$ cat src/rtl/floor_sched_if.sv
// Bundle between the floor scheduler and its environment: the request vector, the position
// counter's count, the counter commands and the scheduler status.
interface floor_sched_if #(
   parameter int X = 3,
   parameter int N = 6
);
   logic [N-1:0] req;
   logic [X-1:0] pos;
   logic         cnt_en;
   logic         cnt_updown;
   logic         door_open;
   logic         busy;
   logic [N-1:0] pending;

   modport master (
      output req, pos,
      input  cnt_en, cnt_updown, door_open, busy, pending
   );

   modport slave (
      input  req, pos,
      output cnt_en, cnt_updown, door_open, busy, pending
   );
endinterface

$ cat src/rtl/floor_sched.sv
// SCAN-policy sequencer for a mod-N up/down position counter: latches requests, steps the
// counter and dwells at each served position. Define FLOOR_SCHED_REOPEN_EN to let req[pos] extend a dwell.
//
//   state | meaning
//   IDLE  | no motion; waits for pending work
//   MOVE  | stepping toward pending work, one counter step every STEP_TICKS cycles
//   DOOR  | dwell at pos for DWELL cycles after serving it
module floor_sched #(
   parameter int X          = 3,
   parameter int N          = 6,
   parameter int STEP_TICKS = 4,
   parameter int DWELL      = 8
) (
   input  logic          clk,
   input  logic          reset,
   floor_sched_if.slave  bus
);

   localparam int TMAX = (STEP_TICKS > DWELL) ? STEP_TICKS : DWELL;
   localparam int TW   = (TMAX > 1) ? $clog2(TMAX) : 1;

   typedef enum logic [1:0] {IDLE, MOVE, DOOR} state_t;

   state_t        state;
   logic          dir_up;
   logic [N-1:0]  pending;
   logic [TW-1:0] timer;

   logic [N-1:0]  at_pos;
   logic [N-1:0]  above;
   logic [N-1:0]  below;
   logic [N-1:0]  req_latch;
   logic [N-1:0]  pend_nxt;
   logic          pos_ok;
   logic          here;
   logic          ahead;
   logic          behind;
   logic          at_edge;
   logic          step;
   logic          reopen;

   always_comb begin
      at_pos = '0;
      above  = '0;
      below  = '0;
      for (int i = 0; i < N; i++) begin
         at_pos[i] = (bus.pos == X'(i));
         above[i]  = (X'(i) > bus.pos);
         below[i]  = (X'(i) < bus.pos);
      end
   end

   // A position outside 0..N-1 matches no at_pos bit, which doubles as the illegal-pos detect.
   assign pos_ok    = |at_pos;
   assign here      = |(pending & at_pos);
   assign ahead     = dir_up ? |(pending & above) : |(pending & below);
   assign behind    = dir_up ? |(pending & below) : |(pending & above);
   assign at_edge   = dir_up ? (bus.pos == X'(N - 1)) : (bus.pos == '0);
   assign req_latch = (state == DOOR) ? (bus.req & ~at_pos) : bus.req;
   assign pend_nxt  = pending | req_latch;

`ifdef FLOOR_SCHED_REOPEN_EN
   assign reopen = |(bus.req & at_pos);
`else
   assign reopen = 1'b0;
`endif

   // Decoded from the current pos so an arrival suppresses the very next step.
   assign step = (state == MOVE) && pos_ok && !here && (timer == '0) && !at_edge;

   always_ff @(posedge clk) begin
      if (reset) begin
         state   <= IDLE;
         dir_up  <= 1'b1;
         pending <= '0;
         timer   <= '0;
      end else begin
         pending <= pend_nxt;
         if (!pos_ok) begin
            state <= IDLE;
         end else begin
            case (state)
               IDLE: begin
                  if (here) begin
                     state   <= DOOR;
                     pending <= pend_nxt & ~at_pos;
                     timer   <= TW'(DWELL - 1);
                  end else if (ahead) begin
                     state <= MOVE;
                     timer <= TW'(STEP_TICKS - 1);
                  end else if (behind) begin
                     state  <= MOVE;
                     dir_up <= !dir_up;
                     timer  <= TW'(STEP_TICKS - 1);
                  end
               end
               MOVE: begin
                  if (here) begin
                     state   <= DOOR;
                     pending <= pend_nxt & ~at_pos;
                     timer   <= TW'(DWELL - 1);
                  end else if (at_edge) begin
                     dir_up <= !dir_up;
                     timer  <= TW'(STEP_TICKS - 1);
                  end else if (timer != '0) begin
                     timer <= timer - 1'b1;
                  end else begin
                     timer <= TW'(STEP_TICKS - 1);
                  end
               end
               DOOR: begin
                  if (reopen) begin
                     timer <= TW'(DWELL - 1);
                  end else if (timer != '0) begin
                     timer <= timer - 1'b1;
                  end else if (ahead) begin
                     state <= MOVE;
                     timer <= TW'(STEP_TICKS - 1);
                  end else if (behind) begin
                     state  <= MOVE;
                     dir_up <= !dir_up;
                     timer  <= TW'(STEP_TICKS - 1);
                  end else begin
                     state <= IDLE;
                  end
               end
               default: state <= IDLE;
            endcase
         end
      end
   end

   assign bus.cnt_en     = step;
   assign bus.cnt_updown = dir_up;
   assign bus.door_open  = (state == DOOR);
   assign bus.busy       = (state != IDLE) || (|pending);
   assign bus.pending    = pending;

endmodule

$ cat src/flat_wrapper.sv
// flat-port wrapper written by rule: the top's interface ports become plain ports
module floor_sched_flat 
#(
   parameter int X          = 3,
   parameter int N          = 6,
   parameter int STEP_TICKS = 4,
   parameter int DWELL      = 8
)
  (clk, reset, bus_req, bus_pos, bus_cnt_en, bus_cnt_updown, bus_door_open, bus_busy, bus_pending);
  floor_sched_if #(.X(X), .N(N)) bus_i ();
  input  logic clk;
  input  logic reset;
  input wire logic [$bits(bus_i.req)-1:0] bus_req;
  input wire logic [$bits(bus_i.pos)-1:0] bus_pos;
  output wire logic [$bits(bus_i.cnt_en)-1:0] bus_cnt_en;
  output wire logic [$bits(bus_i.cnt_updown)-1:0] bus_cnt_updown;
  output wire logic [$bits(bus_i.door_open)-1:0] bus_door_open;
  output wire logic [$bits(bus_i.busy)-1:0] bus_busy;
  output wire logic [$bits(bus_i.pending)-1:0] bus_pending;
  assign bus_i.req = bus_req;
  assign bus_i.pos = bus_pos;
  assign bus_cnt_en = bus_i.cnt_en;
  assign bus_cnt_updown = bus_i.cnt_updown;
  assign bus_door_open = bus_i.door_open;
  assign bus_busy = bus_i.busy;
  assign bus_pending = bus_i.pending;
  floor_sched #(.X(X), .N(N), .STEP_TICKS(STEP_TICKS), .DWELL(DWELL)) u_core (.clk(clk), .reset(reset), .bus(bus_i));
endmodule
$ cat config.mk
export PLATFORM = sky130hd
export DESIGN_NAME = floor_sched_flat
export DESIGN_NICKNAME = d
export VERILOG_FILES = /design/src/rtl/floor_sched_if.sv /design/src/rtl/floor_sched.sv /design/src/flat_wrapper.sv
export SDC_FILE = /design/constraint.sdc
export NUM_CORES = 1
export LEC_CHECK = 0
export BUFFER_PORTS_ARGS = -buffer_cell sky130_fd_sc_hd__buf_2
export CORE_MARGIN = 3
export CORE_UTILIZATION = 54
export CTS_CLUSTER_DIAMETER = 50
export DETAILED_ROUTE_END_ITERATION = 6
export MAX_ROUTING_LAYER = met4
export PLACE_DENSITY = 0.88
export RECOVER_POWER = 100
export SLEW_MARGIN = 20
export SYNTH_ARGS = -nofsm -noshare
export SYNTH_HDL_FRONTEND = slang
export SYNTH_SLANG_ARGS = --single-unit
$ cat constraint.sdc
create_clock -name clk -period 2.4 [get_ports clk]
set_input_delay 0.24 -clock clk [delete_from_list [all_inputs] [get_ports clk]]
set_output_delay 0.24 -clock clk [all_outputs]
set_load 0.03 [all_outputs]
### Word level (Yosys, flattened, before mapping)

Cells that the tools add are included.
Widths: inputs -> output; s select.

| word-level totals | value |
|---|---|
| bits of input ports | 11 |
| register bits | 12 |
| logic and storage cells | 92 |

| operators by class | value |
|---|---|
| add/subtract/negate cells | 1 |
| bitwise operators | 8 |
| $lt $le $gt $ge | 12 |
| mux-type cells | 30 |
| eq/ne operators | 13 |
| reductions and logical operators | 24 |

Operators with widths:

| kind | count |
|---|---|
| $and 6x6->6 | 5 |
| $reduce_or 6->1 | 5 |
| $mux 6 | 4 |
| $mux 3 | 7 |
| $mux 2 | 6 |
| $mux 1 | 10 |
| $pmux 3 s3 | 1 |
| $eq 3x2->1 const B | 2 |
| $eq 3x3->1 const B | 2 |
| $gt 1x3->1 const A | 2 |
| $gt 2x3->1 const A | 2 |
| $gt 3x3->1 const A | 2 |
| $logic_not 3->1 | 2 |
| $lt 1x3->1 const A | 2 |
| $lt 2x3->1 const A | 2 |
| $lt 3x3->1 const A | 2 |
| $ne 2x2->1 const B | 3 |
| $not 6->6 | 1 |
| $or 6x6->6 | 1 |
| $pmux 2 s3 | 1 |
| $reduce_and 6->1 | 1 |
| $reduce_bool 3->1 | 2 |
| $logic_and 1x1->1 | 4 |
| $ne 2x1->1 const B | 2 |
| other kinds (14) | 17 |

### Longest topological paths before layout

Gate-level depths: netlist of run 1.

| depth | value |
|---|---|
| word-level depth | 9 |
| depth in mapped cells | 8 |
| mapped depth without buffers | 7 |

### Worst setup path after synthesis of run 1

Ideal clock, no wire load.

| path | value |
|---|---|
| path kind | register to output |
| start | register u_core.pending[2], in the netlist u_core.bus.pending[2] |
| end | output port bus_cnt_en |
| cell stages (with the launch flop) | 6 |
| arrival | 2068 ps |
| slack | 92 ps |
| required time | 2160 ps |
| path through | dfxtp_1 > mux2_4 > a32o_2 > or2_0 > buf_2 > a2111oi_2 |

| between the ends | value |
|---|---|
| cells in the longest elaborated chain, start to end | 6 |

RTL lines:

| what | line | text |
|---|---|---|
| start, declared | floor_sched.sv:26 | `logic [N-1:0] pending;` |
| start signal, assigned | floor_sched.sv:78 | `pending <= pend_nxt;` |
| start signal, assigned | floor_sched.sv:86 | `pending <= pend_nxt & ~at_pos;` |
| start signal, assigned | floor_sched.sv:100 | `pending <= pend_nxt & ~at_pos;` |
| $and 6x6->6 | floor_sched.sv:55 | `assign here = \|(pending & at_pos);` |
| $reduce_or 6->1 | floor_sched.sv:55 |  |
| $logic_not 1->1 | floor_sched.sv:69 | `assign step = (state == MOVE) && pos_ok && !here && (timer == '0) && !at_edge;` |
| $logic_and 1x1->1 (3 in a row) | floor_sched.sv:69 |  |
| end, declared | flat_wrapper.sv:15 | `output wire logic [$bits(bus_i.cnt_en)-1:0] bus_cnt_en;` |

Every way passes these cells.

### Worst setup path in the final report of run 1

| path | value |
|---|---|
| start | register u_core.pending[3], in the netlist u_core.bus.pending[3] |
| end | output port bus_cnt_en |

Same word-level chain as after synthesis.

==> metrics, run 1 <==
result of the run=finished, final reports clean; headroom to the max-slew limit=62.4%; cts bufs inserted=3; share of post-route cells with drive strength above 1=13.4%; chip height=50.7 um; Crit. Startpoint=u_core.bus.pending[3]$_SDFF_PP0_; Gates resized, CTS repair=0; mean instance size in the synthesized netlist=7.66 um2; Initial Utilization=59.9%; unrepaired setup endpoints after global routing=no; main area contributors after synthesis=sky130_fd_sc_hd__dfxtp_1 22%, sky130_fd_sc_hd__ha_1 7.0%, sky130_fd_sc_hd__a21oi_1 6.0%, sky130_fd_sc_hd__a211oi_1 5.6%, sky130_fd_sc_hd__nor2_1 3.8%; Max Cap Violations=0; number of setup violations in the final report=0; global-route wire length before repair=5240 um; time the worst path needs with I/O delays and setup=2.26 ns; worst slack at placement=0.261 ns; number of warning messages in the yosys log=0; hold buffers post-CTS=0; proportion of synthesized flip-flops having asynchronous set or reset=0%; number of storage elements in the synthesis netlist=12; crit path setup slack, layout=0.136 ns; Fill cells=164; Worst Setup End Kind=output port; worst-case clock skew=0.00289 ns; Bufs on Longest Clock Path=2; worst r2r src=u_core.bus.pending[5]$_SDFF_PP0_; Max Freq=442 MHz; net count of the mapped netlist=158; Hold Path Origin=bus_req[1]; Worst Setup Start Kind=flip-flop; cells after synthesis=141; crit-path max cell delay=0.37 ns; count of inserted antenna diode cells=0; number of antenna violations at the first check in global routing=0; via count of the first global-routing pass=1132; post-detail-place hpwl=2280 um; data arrival time of the critical path=2.02 ns; most common flop cell mapped by yosys=sky130_fd_sc_hd__dfxtp_1; CTS clock-pin slew for the worst setup and hold paths=0.07 ns; fin nets=176; detailed-router iteration count before antenna repair=5; Worst Hold Class=input port to flip-flop; crit-path cells=mux2_4, a32o_2, or2_0, a2111oi_2, clkbuf_2; sequential element share of the synthesized area=22.2%; detailed-route wire length=3070 um; leading area contributor after synthesis=sky130_fd_sc_hd__dfxtp_1; pin count of the biggest net entering global routing=18; cell type group with the largest total delay on the critical path=compound AO/OA/AOI/OAI gates; root buf cell=sky130_fd_sc_hd__clkbuf_4; PwrDens=1030 nW/um2; Horiz. Die Dim=50.7 um; Cell Rows=15; average wire length per cell after detail routing=16.9 um; Critical Path Slowest Stage Cell=sky130_fd_sc_hd__dfxtp_1; IR Drop Worst-Case VDD=0.564 mV; synthesis-to-finish area growth=9.97%; ratio of final minimum period to clock period=94.3%; Final Max Slew Viols=0; Post-synth EDFFs=0; netlist area before placement=1080 um2; input/output buffers=20; GRT overflow=0; routability-driven placement congestion ratio=0.900; post-synth top area share=22.2%; io pins=21; number of hold violations in the final report=0; number of DRC markers in iteration 0=91; setup TNS=0 ns; overall fraction of global-route tracks in use=27.4%; Worst Path Max Fanout=6; clock latency on the worst-skew pair=0.28 ns; slew at the pin with the worst max-slew slack=0.561 ns; unique cell type count in the Yosys netlist=48; area of the die=2570 um2; vias=1229; Buffers & Inverters on Critical Path=1; clock tree from TritonCTS=done; most frequent cells in the layout=13 x sky130_fd_sc_hd__a21oi_1, 12 x sky130_fd_sc_hd__dfxtp_1, 11 x sky130_fd_sc_hd__nor2_1; required time worst endpoint=2.16 ns; leakage dissipation=0.000452 uW; Post CTS Setup Buffer Count=0; vias per cell=6.75; number of H-tree branching levels=1; ANT nets after route=0; Sink Count=12; CP Class=flip-flop to output port; final routed DRC violation total=0; most common cell after layout, fill and taps aside=sky130_fd_sc_hd__a21oi_1; core area=1800 um2
[worst register-to-register path: cells and delay by family (launching register included)]
kind                   cells  cell delay (ns)
buffers and inverters      1             0.27
and+or+nand+nor            1             0.23
AOI/OAI and AO/OA          4             1.01
DFF                        1             0.48
[area by class of cell]
cell class,count,area [um2],share of cell area (%)
Sequential cell,12,240,20.2
Timing Repair Buffer,22,100,8.43
Tap cell,25,31.3,2.63
Multi-Input combinational cell,111,759,64.0
Clock buffer,3,22.5,1.90
Inverter,9,33.8,2.85
[power breakdown]
| part | total [uW] | switching [uW] | internal (uW) |
|---|---|---|---|
| clock network | 127 | 69.2 | 58.2 |
| registers | 324 | 65.9 | 258 |
| logic | 770 | 476 | 294 |
| total | 1220 | 611 | 611 |
[routing by layer]
metal | part of all wire [%] | track usage (%) | up-vias
li1 | - | - | 567
met1 | 40 | 37.0 | 549
met2 | 45 | 38.9 | 96
met3 | 12 | 4.15 | 17
met4 | 3.1 | 14.8 | 0
met5 | 0 | - | -
[logic make-up (layout without fill, tap and decap cells)]
family,after synthesis,count (layout),synth area share [%]
adder cells (fa/ha/maj),6,6,6.95
flip-flops,12,12,22.2
buffers and inverters,18,34,7.42
AO/OA/AOI/OAI,56,56,38.4
multiplexers,3,3,3.24
AND/OR/NAND/NOR,46,46,21.8
[synth_stat cells (2+ instances only)]
| cell type | number |
|---|---|
| sky130_fd_sc_hd__o31ai_1 | 4 |
| sky130_fd_sc_hd__nand3_1 | 7 |
| sky130_fd_sc_hd__or3_1 | 2 |
| sky130_fd_sc_hd__nor2_1 | 11 |
| sky130_fd_sc_hd__o21ai_0 | 2 |
| sky130_fd_sc_hd__mux2i_1 | 2 |
| sky130_fd_sc_hd__ha_1 | 6 |
| sky130_fd_sc_hd__a2111oi_0 | 2 |
| sky130_fd_sc_hd__a21boi_0 | 3 |
| sky130_fd_sc_hd__a211oi_1 | 8 |
| sky130_fd_sc_hd__nor2b_1 | 3 |
| sky130_fd_sc_hd__nand2b_1 | 5 |
| sky130_fd_sc_hd__dfxtp_1 | 12 |
| sky130_fd_sc_hd__nand2_1 | 10 |
| sky130_fd_sc_hd__clkbuf_1 | 4 |
| sky130_fd_sc_hd__a21o_1 | 2 |
| sky130_fd_sc_hd__o211ai_1 | 4 |
| sky130_fd_sc_hd__buf_2 | 4 |
| sky130_fd_sc_hd__a21oi_1 | 13 |
| sky130_fd_sc_hd__inv_1 | 9 |
[path summary, 6_finish.rpt]
check	to	slack (ns)	cells after the start
min	u_core.bus.pending[1]$_SDFF_PP0_	0.28	3
max	bus_cnt_en	0.14	5
min reg2reg	u_core.timer[1]$_SDFFE_PP0P_	0.48	1
max reg2reg	u_core.timer[0]$_SDFFE_PP0P_	0.33	6
[per-stage QoR]
step                total power [uW]  area [um2]  util (%)  hold WS [ns]  cells
floorplan                        907        1080         -         0.447    141
global placement                1050        1180      65.5         0.467    179
detailed placement              1080        1180      65.5         0.471    179
CTS                             1210        1200      66.7         0.277    182
global route                    1300        1190      65.9         0.271    182
finish                          1220        1190      65.9         0.281    182
[registers in the layout, summed over array words and instances, names as in the netlist]
name / count
u_core.bus.cnt_updown: 1
u_core.state: 2
u_core.timer: 3
u_core.bus.pending: 6
Power figures use the tool's default switching activity.
==> run 2, diff against run 1 <==
--- a/config.mk
+++ b/config.mk
@@ -6,12 +6,11 @@
 export NUM_CORES = 1
 export LEC_CHECK = 0
 export BUFFER_PORTS_ARGS = -buffer_cell sky130_fd_sc_hd__buf_2
-export CORE_MARGIN = 3
-export CORE_UTILIZATION = 54
+export CORE_UTILIZATION = 40
 export CTS_CLUSTER_DIAMETER = 50
 export DETAILED_ROUTE_END_ITERATION = 6
 export MAX_ROUTING_LAYER = met4
-export PLACE_DENSITY = 0.88
+export PLACE_DENSITY = 0.71
 export RECOVER_POWER = 100
 export SLEW_MARGIN = 20
 export SYNTH_ARGS = -nofsm -noshare
==> metrics, run 2 (synthesis results as in run 1) <==
Placed Cells=183; slew at the pin with the worst max-slew slack=0.586 ns; number of antenna violations at the first check in global routing=0; Sink Count=12; final routed DRC violation total=0; result of the run=finished, final reports clean; placed standard-cell area=1180 um2; vias=1189; routability-driven placement congestion ratio=0.819; cts bufs inserted=3; root buf cell=sky130_fd_sc_hd__clkbuf_4; via count of the first global-routing pass=1015; leakage dissipation=0.000455 uW; CP Class=flip-flop to output port; Final Max Slew Viols=0; Worst Setup Start Kind=flip-flop; synthesis-to-finish area growth=11.1%; core area=2520 um2; Initial Utilization=42.8%; Cell Rows=18; GRT overflow=0; overall fraction of global-route tracks in use=22.3%; unrepaired setup endpoints after global routing=no; Max Cap Violations=0; Worst Path Max Fanout=6; final instance area=1200 um2; pin count of the biggest net entering global routing=18; Gates resized, CTS repair=0; vias per cell=6.36; headroom to the max-slew limit=60.7%; register name with the most flops=u_core.bus.pending; crit-path cells=mux2_4, a32o_2, or2_0, a2111oi_2, buf_2; time the worst path needs with I/O delays and setup=2.28 ns; flip-flop count of the largest register after layout=6; hold buffers post-CTS=0; most common cell after layout, fill and taps aside=sky130_fd_sc_hd__a21oi_1; Bufs on Longest Clock Path=2; ANT nets after route=0; data arrival time of the critical path=2.04 ns; most frequent cells in the layout=13 x sky130_fd_sc_hd__a21oi_1, 12 x sky130_fd_sc_hd__dfxtp_1, 11 x sky130_fd_sc_hd__nor2_1, 11 x sky130_fd_sc_hd__buf_2; clock tree from TritonCTS=done; number of DRC markers in iteration 0=69; number of hold violations in the final report=0; registers with the most flip-flops=u_core.bus.pending: 6 flops, u_core.timer: 3 flops, u_core.state: 2 flops; Max Freq=439 MHz; input/output buffers=20; number of standard cells in the final layout excluding fillers=187; CTS clock-pin slew for the worst setup and hold paths=0.09 ns; crit path setup slack, layout=0.123 ns; worst slack at placement=0.237 ns; area of the die=2910 um2; setup TNS=0 ns; chip height=54.0 um; IR Drop Worst-Case VDD=0.625 mV; Critical Path Slowest Stage Cell=sky130_fd_sc_hd__dfxtp_1; crit-path max cell delay=0.37 ns; Horiz. Die Dim=54.0 um; worst hold slack=0.262 ns; Buffers & Inverters on Critical Path=1; Worst Setup End Kind=output port; average wire length per cell after detail routing=15.7 um; share of post-route cells with drive strength above 1=13.4%; Worst Hold Class=input port to flip-flop; ratio of final minimum period to clock period=94.9%; fin nets=175; cell type group with the largest total delay on the critical path=compound AO/OA/AOI/OAI gates; count of inserted antenna diode cells=0; io pins=21; post-detail-place hpwl=2100 um; required time worst endpoint=2.16 ns; detailed-route wire length=2930 um; number of setup violations in the final report=0; global-route wire length before repair=4530 um; number of H-tree branching levels=1; worst-case clock skew=0.00163 ns; PwrDens=1040 nW/um2; Post CTS Setup Buffer Count=0; detailed-router iteration count before antenna repair=4; clock latency on the worst-skew pair=0.28 ns
## run 2: changes by cell type in the layout (fill, tap and decap cells not counted)
cell	delta
sky130_fd_sc_hd__buf_2	+1
sky130_fd_sc_hd__clkbuf_2	-1
sky130_fd_sc_hd__buf_4	-1
sky130_fd_sc_hd__clkbuf_8	+1
sky130_fd_sc_hd__and2_0	+1
sky130_fd_sc_hd__and2_1	-1
## run 2: per-layer routing
metal / routed length (um) / GRT usage, % / up-vias / share of wire, %
li1: - / - / 569 / -
met1: 1360 / 30.9 / 544 / 46
met2: 1300 / 29.8 / 72 / 44
met3: 242 / 3.39 / 4 / 8.3
met4: 29 / 13.6 / 0 / 0.99
met5: 0 / - / - / 0
## run 2: final timing paths
path | from | end | slack, ns | cells after the start
setup / recovery | u_core.bus.pending[3]$_SDFF_PP0_ | bus_cnt_en | 0.12 | 5
hold / removal | bus_req[3] | u_core.bus.pending[3]$_SDFF_PP0_ | 0.26 | 3
setup reg to reg | u_core.bus.pending[5]$_SDFF_PP0_ | u_core.timer[0]$_SDFFE_PP0P_ | 0.37 | 6
hold reg to reg | u_core.timer[1]$_SDFFE_PP0P_ | u_core.timer[1]$_SDFFE_PP0P_ | 0.49 | 1
## run 2: worst register-to-register path, stage by stage (launching register included)
cell and delay, ns:
sky130_fd_sc_hd__dfxtp_1 0.48, sky130_fd_sc_hd__a21boi_0 0.14, sky130_fd_sc_hd__a211oi_1 0.53, sky130_fd_sc_hd__or2_0 0.24, sky130_fd_sc_hd__clkbuf_1 0.24, sky130_fd_sc_hd__o31ai_1 0.12, sky130_fd_sc_hd__a41oi_1 0.20
## run 2: per-stage QoR
stage	utilization, %	power, uW
floorplan	-	907
global placement	46.7	1040
detailed placement	46.7	1070
CTS	48.2	1250
global route	47.6	1330
finish	47.6	1250
## run 2: report_power, final
| part | switching (uW) | internal, uW |
|---|---|---|
| Combinational | 462 | 287 |
| Sequential | 64.9 | 258 |
| Clock | 82.4 | 92.4 |
| Total | 609 | 637 |
## run 2: final cells by class
class,instances,area (um2)
clock buffer,4,36.3
tap,30,37.5
multi-input combinational,111,759
inverter,9,33.8
sequential,12,240
timing repair buffer,21,92.6
fill,259,1320
